File: config.mk
export PLATFORM = sky130hd
export DESIGN_NAME = fft_frame_packer
export DESIGN_NICKNAME = d
export VERILOG_FILES = /design/src/rtl/fft_frame_packer.sv
export SDC_FILE = /design/constraint.sdc
export NUM_CORES = 1
export LEC_CHECK = 0
export CAP_MARGIN = 20
export CORE_UTILIZATION = 30
export DETAILED_ROUTE_END_ITERATION = 10
export SLEW_MARGIN = 0
export SYNTH_ARGS = -nofsm -noshare
export SYNTH_HDL_FRONTEND = slang
export SYNTH_SLANG_ARGS = --single-unit
File: constraint.sdc
create_clock -name CLK -period 2.85 [get_ports CLK]
set_clock_uncertainty 0.1 [all_clocks]
set_input_delay 0.4275 -clock CLK [delete_from_list [all_inputs] [get_ports CLK]]
set_output_delay 0.4275 -clock CLK [all_outputs]
set_load 0.005 [all_outputs]
File: src/rtl/fft_frame_packer.sv
// Collects a serial stream of real samples into 16-slot complex frames for the
// parallel FFT; the next frame fills a separate buffer while the last one is held.
module fft_frame_packer #(
   parameter int N  = 16,
   parameter int DW = 16,
   parameter int CW = 8
) (
   input  logic                 CLK,
   input  logic                 RST_N,
   input  logic                 smp_valid,
   input  logic signed [DW-1:0] smp_data,
   input  logic                 frm_clr,
   output logic                 frm_valid,
   output logic [N*2*DW-1:0]    frm_data,
   output logic [CW-1:0]        frm_cnt,
   output logic [4:0]           fill_lvl
);

   localparam int PW = $clog2(N);

   typedef enum logic {S_IDLE, S_FILL} state_t;

   state_t               r_state;
   state_t               w_state_nxt;
   logic [PW-1:0]        r_wp;
   logic signed [DW-1:0] r_buf [N];
   logic                 r_frm_valid;
   logic [N*2*DW-1:0]    r_frm_data;
   logic [CW-1:0]        r_frm_cnt;
   logic [N*2*DW-1:0]    w_frame;
   logic                 w_take;
   logic                 w_last;
   logic                 w_done;

   function automatic logic [2*DW-1:0] pack_slot(input logic signed [DW-1:0] s);
      return {s, {DW{1'b0}}};
   endfunction

   assign w_take = smp_valid & ~frm_clr;
   assign w_last = (r_wp == PW'(N-1));
   assign w_done = w_take & w_last;

   // The slot under the write pointer takes the live sample so the completing
   // sample lands in the frame on the same edge it is accepted.
   always_comb begin
      w_frame = '0;
      for (int k = 0; k < N; k++) begin
         w_frame[k*2*DW +: 2*DW] = (r_wp == PW'(k)) ? pack_slot(smp_data)
                                                     : pack_slot(r_buf[k]);
      end
   end

   always_comb begin
      w_state_nxt = r_state;
      case (r_state)
         S_IDLE:  if (w_take) w_state_nxt = S_FILL;
         S_FILL:  if (w_done) w_state_nxt = S_IDLE;
         default: w_state_nxt = S_IDLE;
      endcase
      if (frm_clr) w_state_nxt = S_IDLE;
   end

   always_ff @(posedge CLK) begin
      if (!RST_N) r_state <= S_IDLE;
      else        r_state <= w_state_nxt;
   end

   always_ff @(posedge CLK) begin
      if (!RST_N) begin
         r_wp        <= '0;
         r_frm_valid <= 1'b0;
         r_frm_data  <= '0;
         r_frm_cnt   <= '0;
         for (int k = 0; k < N; k++) r_buf[k] <= '0;
      end else begin
         r_frm_valid <= w_done;
         if (frm_clr) begin
            r_wp <= '0;
         end else if (smp_valid) begin
            r_buf[r_wp] <= smp_data;
            r_wp        <= r_wp + PW'(1);
            if (w_last) begin
               r_frm_data <= w_frame;
               r_frm_cnt  <= r_frm_cnt + CW'(1);
            end
         end
      end
   end

   assign frm_valid = r_frm_valid;
   assign frm_data  = r_frm_data;
   assign frm_cnt   = r_frm_cnt;
   assign fill_lvl  = 5'(r_wp);

endmodule
## Word level (Yosys, flattened, before mapping)

Memory sizes are Yosys's and may differ from the RTL's. A register that Yosys moved wholly into a read port is not among the register bits.
Index checks and enable logic that the tools add are counted.

| word-level totals | value |
|---|---|
| bits in registers | 509 |
| RAM bits | 256 |
| input bits | 20 |
| output and inout port bits | 526 |
| word-level logic and storage cells | 68 |
| memories | 1 |

Memories:

| memory | words | width | read ports | clocked after memory_dff | wr ports | line | source |
|---|---|---|---|---|---|---|---|
| r_buf | 16 | 16 | 15 | 15 | 16 | 26 | `logic signed [DW-1:0] r_buf [N];` |

| operators by class | value |
|---|---|
| $add $sub $neg | 2 |
| equal/unequal tests | 15 |
| multiplexer cells | 23 |
| bitwise operators | 4 |
| reductions and logical operators | 19 |

Operator list:

| kind | number |
|---|---|
| 2-to-1 mux 32 bit | 15 |
| == test 4 bit, second input constant | 8 |
| == test 4 x 3 -> 1 bit, second input constant | 4 |
| 2-to-1 mux 16 bit | 1 |
| OR reduction 16 bit | 1 |
| logical NOT 1 bit | 15 |
| adder 8 x 1 -> 8 bit, second input constant | 1 |
| == test 4 x 2 -> 1 bit, second input constant | 2 |
| 2-to-1 mux 1 bit | 6 |
| adder 4 x 1 -> 4 bit, second input constant | 1 |
| == test 4 x 1 -> 1 bit, second input constant | 1 |
| logical NOT 4 bit | 1 |
| 2-to-1 mux 4 bit | 1 |
| AND reduction 3 bit | 1 |
| AND 1 bit | 2 |
| NOT 1 bit | 2 |
| OR reduction 2 bit | 1 |

## Longest topological paths before layout

Gate-level depths: netlist of run 1.

| logic depth | value |
|---|---|
| depth in word-level cells | 6 |
| gate-level depth with buffers | 7 |
| depth with buffers taken out | 5 |

## Least setup slack after synthesis of run 1

No wires, ideal clock.

| timing path | value |
|---|---|
| kind | input to register |
| from | input frm_clr |
| to | memory r_buf[12][0], enable pin |
| library setup time | 0.411 ns |
| data arrival time | 2.145 ns |
| required time | 2.339 ns |
| slack | 0.194 ns |
| stages on the path | 4 |
| path buffers | 2 |
| cell sequence | buf_2 buf_6 nand4b_1 o21ai_0 |

RTL lines:

| what | line | source |
|---|---|---|
| from (decl) | 12 | `input logic frm_clr,` |
| to (decl) | 26 |  |

## Worst setup path after layout of run 1

| timing path | value |
|---|---|
| from | register r_wp[2] |
| to | output fill_lvl[2] |

RTL lines:

| what | line | source |
|---|---|---|
| from (decl) | 25 | `logic [PW-1:0] r_wp;` |
| from (signal assigned) | 81 | `r_wp <= r_wp + PW'(1);` |
| to (decl) | 16 | `output logic [4:0] fill_lvl` |

No word-level cell between the ends.

==> metrics.md, run 1 <==
| Metric | Value |
|---|---|
| Status | `finished clean` |
| Port bufs | `around 290` |
| Gate power share | `between 3 and 4%` |
| Largest family of logic cells by synthesized area | `simple AND/OR/NAND/NOR gates` |
| Number of buffers and inverters on the critical path | `1` |
| Post-synthesis compound-gate area fraction | `between 10% and 20%` |
| Vias in the first global route | `14000` |
| Clock Sinks | `~510` |
| Buffer depth of the longest clock path | `3` |
| Worst-path fanout max | `13` |
| Antenna-violating nets left | `0` |
| Setup TNS Final | `0 ns` |
| Met1 WL | `26300 um` |
| Post-synthesis mux area share | `0.235%` |
| Final wirelength | `between 60000 and 70000 um` |
| Crit path DAT | `a little under 2 ns` |
| Worst hold slack | `roughly 0.16 ns` |
| Multi-input logic area | `roughly 0.0069 mm^2` |
| Synth Instances | `approximately 2100` |
| Sequential share of the synthesized area | `59.1%` |
| Top FF cell, synth | `dfxtp_1` |
| Mapped cell area | `0.0213 mm^2` |
| Max cap viols | `0` |
| Pwr per Cell Area | `~600 mW/mm^2` |
| DR vias | `approximately 15000` |
| Hold buffer count at CTS | `0` |
| FF+latch count, synth | `around 500` |
| First-pass GRT wire length | `about 90000 um` |
| DR iter-0 viols | `between 1000 and 1500` |
| GR Overflow Total | `0` |
| CP Class | `reg -> out` |
| Unique cell type count in the Yosys netlist | `37` |
| Flop pwr share | `approximately 50%` |
| Most frequent cells in the layout | `271 x clkdlybuf4s50_1, 269 x dfxtp_1, 260 x a21oi_1` |
| Post-CTS setup buffers | `0` |
| Fillers | `approximately 7000` |
| Cts repair resizes | `0` |
| Final #Nets | `approximately 2300` |
| Final GP Congestion | `between 0.7 and 0.8` |
| Most common cell after layout, fill and taps aside | `clkdlybuf4s50_1` |
| GR Util All Layers | `between 10% and 20%` |
| Internal cell power | `between 0.01 and 0.015 W` |
| Worst slew pin tran | `between 0.9 and 1 ns` |
| Adder-Cell Fraction of Synth Area | `less than 1%` |
| Leak | `9.11 nW` |
| Synth warn | `0` |
| Ports | `about 550` |
| Vias per cell | `approximately 4.6` |
| Core ar. | `around 0.07 mm^2` |
| Layout area overhead | `21.6%` |
| Simple-gate share of the synthesized area | `approximately 15%` |
| Die H | `approximately 270 um` |
| Post-route DRC violation count | `0` |
| Setup crit start kind | `register` |
| FF+latch area | `0.0126 mm^2` |
| Fmax | `~400 MHz` |
| Final hold vios | `0` |
| Clk_lat worst skew | `about 0.6 ns` |
| Htree depth | `2` |
| FFs w/ async S/R, synth | `0%` |
| Critical path cell sequence | `clkdlybuf4s50_1` |
| Avg Cell Area, Syn | `between 10 and 15 um^2` |
| Finish-stage setup viols | `0` |
| Clock group share of total power | `46.0%` |
| Synth Area in XOR/XNOR | `0.123%` |
| Max stage delay on crit path | `around 0.70 ns` |
| Total CTS buffers | `55` |
| Final min period | `between 2 and 3 ns` |
| FP Rows | `97` |
| Initial antenna violation count | `8` |
| Pre-antenna DRT Iters | `5` |
| Clk root buf | `clkbuf_16` |
| Hold WC Path Type | `in -> reg` |
| Top cell family by delay on the critical path | `buffers and inverters` |
| CTS tree | `yes` |
| Final Cycle Share | `between 80% and 90%` |
| WL met2 | `between 30000 and 40000 um` |
| Worst Setup End Kind | `output port` |
| Worst VDD drop | `between 0.0003 and 0.0004 V` |
| Die W | `roughly 270 um` |
| Unrepaired setup endpoints after global routing | `no` |
| NetSw | `~0.0035 W` |
| Critical Path RT | `2.32 ns` |
| Dpl hpwl | `39000 um` |
| Initial Util | `a little under a third` |
| Largest net degree at the start of global routing | `~230` |
| Drt wl/cell | `19.3 um` |
| CP max-delay cell | `clkdlybuf4s50_1` |
| Fin. max-slew vios | `0` |
| Slew margin rel. | `a little over a third` |
| Top Metal Used | `met4` |
| Total Power | `about 0.016 W` |
| Die Area | `approximately 0.072 mm^2` |
| Share of cells above drive strength 1 | `under 10%` |
| Clock Pin Slew Worst Setup and Hold Paths | `around 0.060 ns` |
| Metal3 WL | `approximately 3700 um` |
| Sw Share | `between 20% and 30%` |
| Number of flops mapped to enable cells by yosys | `240` |
==> through the flow <==
| step | setup WS (ns) | cell area, um^2 | util [%] | cells |
|---|---|---|---|---|
| after global routing | 0.194 | 25900 | 36.9 | 3256 |
| after CTS | 0.269 | 25900 | 36.9 | 3255 |
| final | 0.346 | 25900 | 36.9 | 3260 |
| after global placement | 0.301 | 24100 | 34.3 | 3152 |
| after detailed placement | 0.296 | 24100 | 34.3 | 3152 |
| after floorplan | 0.194 | 22300 | - | 2318 |
==> layout make-up <==
| cell class | count | share of cell area [%] |
|---|---|---|
| Sequential cell | 509 | 48.6 |
| Inverter | 7 | 0.159 |
| Multi-Input combinational cell | 1357 | 26.8 |
| Clock inverter | 22 | 0.778 |
| Antenna cell | 4 | 0.0386 |
| Clock buffer | 81 | 6.17 |
| Tap cell | 940 | 4.54 |
| Timing Repair Buffer | 340 | 12.9 |
==> synth_stat cells, types with 3 or more instances <==
| cell | instances | area (um^2) |
|---|---|---|
| ha_1 | 5 | 62.6 |
| inv_1 | 5 | 18.8 |
| buf_1 | 14 | 52.6 |
| nand2_1 | 8 | 30.0 |
| o21ai_0 | 264 | 1320 |
| edfxtp_1 | 240 | 7210 |
| nand3_1 | 259 | 1300 |
| clkbuf_1 | 119 | 447 |
| and2_1 | 241 | 1510 |
| buf_4 | 258 | 1940 |
| buf_2 | 43 | 215 |
| nand2b_1 | 14 | 87.6 |
| and3_1 | 6 | 37.5 |
| nand4_1 | 5 | 31.3 |
| clkbuf_2 | 9 | 45.0 |
| nor3_1 | 3 | 15.0 |
| nor2_1 | 10 | 37.5 |
| a21oi_1 | 260 | 1300 |
| dfxtp_1 | 269 | 5390 |
| mux2i_1 | 5 | 50.1 |
| nand4b_1 | 3 | 26.3 |
==> flip-flops by register name, indices dropped and copies added, names as in the netlist <==
name / flops
r_buf: 240
frm_data: 256
frm_cnt: 8
frm_valid: 1
r_wp: 4
==> power by group through the flow <==
| stage | clock (W) | combinational [W] | sequential, W |
|---|---|---|---|
| finish | 0.00714 | 0.000572 | 0.00780 |
| global route | 0.00760 | 0.000637 | 0.00781 |
| CTS | 0.00731 | 0.000576 | 0.00780 |
| detailed placement | 0 | 0.000576 | 0.00796 |
| global placement | 0 | 0.000566 | 0.00796 |
| floorplan | 0 | 0.000573 | 0.00794 |
==> worst min-delay path: stages <==
cell and delay [ns]:
buf_2 0.21, nand2_1 0.10, mux2i_1 0.05
==> layer usage <==
metal / track usage (%) / up-vias
li1: - / 7080
met1: 21.4 / 7415
met2: 28.3 / 471
met3: 3.07 / 82
met4: 5.11 / 0
met5: 0 / -
==> cell families after synthesis <==
group,count (synthesis)
XOR/XNOR,3
buffers and inverters,452
adder cells (fa/ha/maj),5
multiplexers,5
other,1
AO/OA/AOI/OAI,526
flip-flops,509
AND/OR/NAND/NOR,561
==> path summary, 6_finish.rpt <==
check / slack (ns) / start / cells after the start / end
hold reg to reg: 0.37 / frm_data[276] / 2 / frm_data[276]
setup reg to reg: 0.47 / r_wp[2] / 3 / r_buf[13][2]
hold / removal: 0.16 / RST_N / 3 / frm_cnt[7]
setup / recovery: 0.35 / r_wp[2] / 1 / fill_lvl[2]
Power figures use the tool's default switching activity.
==> run 2, diff against run 1 <==
--- a/config.mk
+++ b/config.mk
@@ -5,7 +5,7 @@
 export SDC_FILE = /design/constraint.sdc
 export NUM_CORES = 1
 export LEC_CHECK = 0
-export CAP_MARGIN = 20
+export CAP_MARGIN = 10
 export CORE_UTILIZATION = 30
 export DETAILED_ROUTE_END_ITERATION = 10
 export SLEW_MARGIN = 0
==> run 2 against run 1 <==
Non-clock buffer count decreased by 1; critical path depth unchanged; global-route usage unchanged; wire length decreased by 0.17%; die area unchanged; first-iteration DRC count increased by 2.9%; via count decreased by 0.82%; maximum frequency decreased by 0.19%; count of clock-buffer cells in the layout unchanged.
==> metrics.md, run 2 (same netlist as run 1, synthesis figures left out) <==
| Metric | Value |
|---|---|
| Reg2Reg Depth | `3` |
| Drt wl/cell | `slightly below 20 um` |
| Leak | `9.10 nW` |
| Buffer depth of the longest clock path | `3` |
| Post-route DRC violation count | `0` |
| Non-filler cells, final | `about 3300` |
| Vias per cell | `around 4.6` |
| Post-place setup slack | `~0.30 ns` |
| Layout area overhead | `21.6%` |
| Setup crit start kind | `register` |
| Max cap viols | `0` |
| Unrepaired setup endpoints after global routing | `no` |
| Hold_sp | `RST_N` |
| Cts repair resizes | `0` |
| Post-CTS setup buffers | `0` |
| CP max-delay cell | `clkdlybuf4s50_1` |
| Die Area | `around 0.072 mm^2` |
| Antenna-violating nets left | `0` |
| Clk root buf | `clkbuf_16` |
| Pwr per Cell Area | `approximately 600 mW/mm^2` |
| Final Cycle Share | `between 80% and 90%` |
| Hold buffer count at CTS | `0` |
| Setup TNS Final | `0 ns` |
| Final GP Congestion | `roughly 0.76` |
| Final #Nets | `~2300` |
| Hold Path End | `frm_cnt[7]` |
| Port bufs | `288` |
| Hold WC Path Type | `in -> reg` |
| DR vias | `14900` |
| Fin worst setup slack | `roughly 0.34 ns` |
| Cells on Worst Hold Path | `3` |
| Vias in the first global route | `roughly 14000` |
| Critical Path RT | `2.32 ns` |
| FF-to-FF Start | `r_wp[2]` |
| Slew margin rel. | `between 20% and 30%` |
| Status | `finished clean` |
| FP Rows | `between 90 and 100` |
| Clk_lat worst skew | `roughly 0.6 ns` |
| Clock Sinks | `approximately 510` |
| Worst flop-to-flop path endpoint | `r_buf[14][10]` |
| CTS tree | `yes` |
| DR iter-0 viols | `~1300` |
| Die W | `between 200 and 300 um` |
| Total CTS buffers | `55` |
| GR Util All Layers | `16.7%` |
| Final hold vios | `0` |
| Number of buffers and inverters on the critical path | `1` |
| Max reg flops | `between 200 and 300` |
| Worst hold slack | `0.159 ns` |
| Fin. max-slew vios | `0` |
| Worst VDD drop | `about 0.00039 V` |
| Placed Instances | `3152` |
| Fmax | `399 MHz` |
| Most common cell after layout, fill and taps aside | `clkdlybuf4s50_1` |
| Critical path origin | `r_wp[2]` |
| Dpl hpwl | `39000 um` |
| Pre-antenna DRT Iters | `7` |
| Ports | `546` |
| Worst-path fanout max | `13` |
| R2R Setup Slk | `around 0.39 ns` |
| Initial antenna violation count | `8` |
| First-pass GRT wire length | `between 80000 and 90000 um` |
| Final wirelength | `about 63000 um` |
| Share of cells above drive strength 1 | `a little under 7%` |
| GR Overflow Total | `0` |
| Initial Util | `a little over 30%` |
| Core ar. | `approximately 0.070 mm^2` |
| CP Class | `reg -> out` |
| Final min period | `2.51 ns` |
| Top cell family by delay on the critical path | `buffers and inverters` |
| Worst Setup End Kind | `output port` |
| Die H | `roughly 270 um` |
| Largest net degree at the start of global routing | `229` |
| Finish-stage setup viols | `0` |
| Most frequent cells in the layout | `271 x clkdlybuf4s50_1, 269 x dfxtp_1, 260 x a21oi_1` |
| Critical path cell sequence | `clkdlybuf4s50_1` |
| Clock Pin Slew Worst Setup and Hold Paths | `0.06 ns` |
| Max stage delay on crit path | `about 0.70 ns` |
| Worst slew pin tran | `between 1 and 1.5 ns` |
| Htree depth | `2` |
| Crit path DAT | `1.98 ns` |
## run 2: metal layers
layer | track usage (%) | part of all wire (%)
met5 | 0 | 0
met4 | 5.11 | 2.2
met3 | 3.07 | 6.7
met2 | 28.3 | 50
met1 | 21.4 | 41
## run 2: final cells by class
| type | count | area (um^2) |
|---|---|---|
| fill | 7046 | 44300 |
| sequential | 509 | 12600 |
| multi-input combinational | 1357 | 6930 |
| timing repair buffer | 339 | 3340 |
| clock buffer | 81 | 1600 |
| tap | 940 | 1180 |
| clock inverter | 22 | 201 |
| inverter | 7 | 41.3 |
| antenna | 6 | 15.0 |
## run 2: how the worst max path moves through the flow
stage / slack (ns) / cells past startpoint / end
after global routing: 0.11 / 3 / r_buf[14][8]
after global placement: 0.30 / 6 / r_buf[6][1]
after floorplan: 0.19 / 4 / r_buf[12][0]
final: 0.34 / 1 / fill_lvl[2]
after detailed placement: 0.30 / 3 / r_buf[14][10]
after CTS: 0.27 / 3 / r_buf[14][10]
## run 2: report_power, final
part | total [W] | internal (W) | switching, W | leakage (nW)
Sequential | 0.00780 | 0.00776 | 0.0000421 | 4.65
Combinational | 0.000573 | 0.0000783 | 0.000494 | 3.57
Clock | 0.00714 | 0.00416 | 0.00298 | 0.882
Total | 0.0155 | 0.0120 | 0.00352 | 9.10
## run 2: stage by stage
stage,area (um^2),total power [W],util (%)
2_1_floorplan,22300,0.00851,-
5_1_grt,25900,0.0160,36.9
4_1_cts,25900,0.0157,36.9
3_5_place_dp,24100,0.00853,34.3
3_3_place_gp,24100,0.00852,34.3
6_report,25900,0.0155,36.9
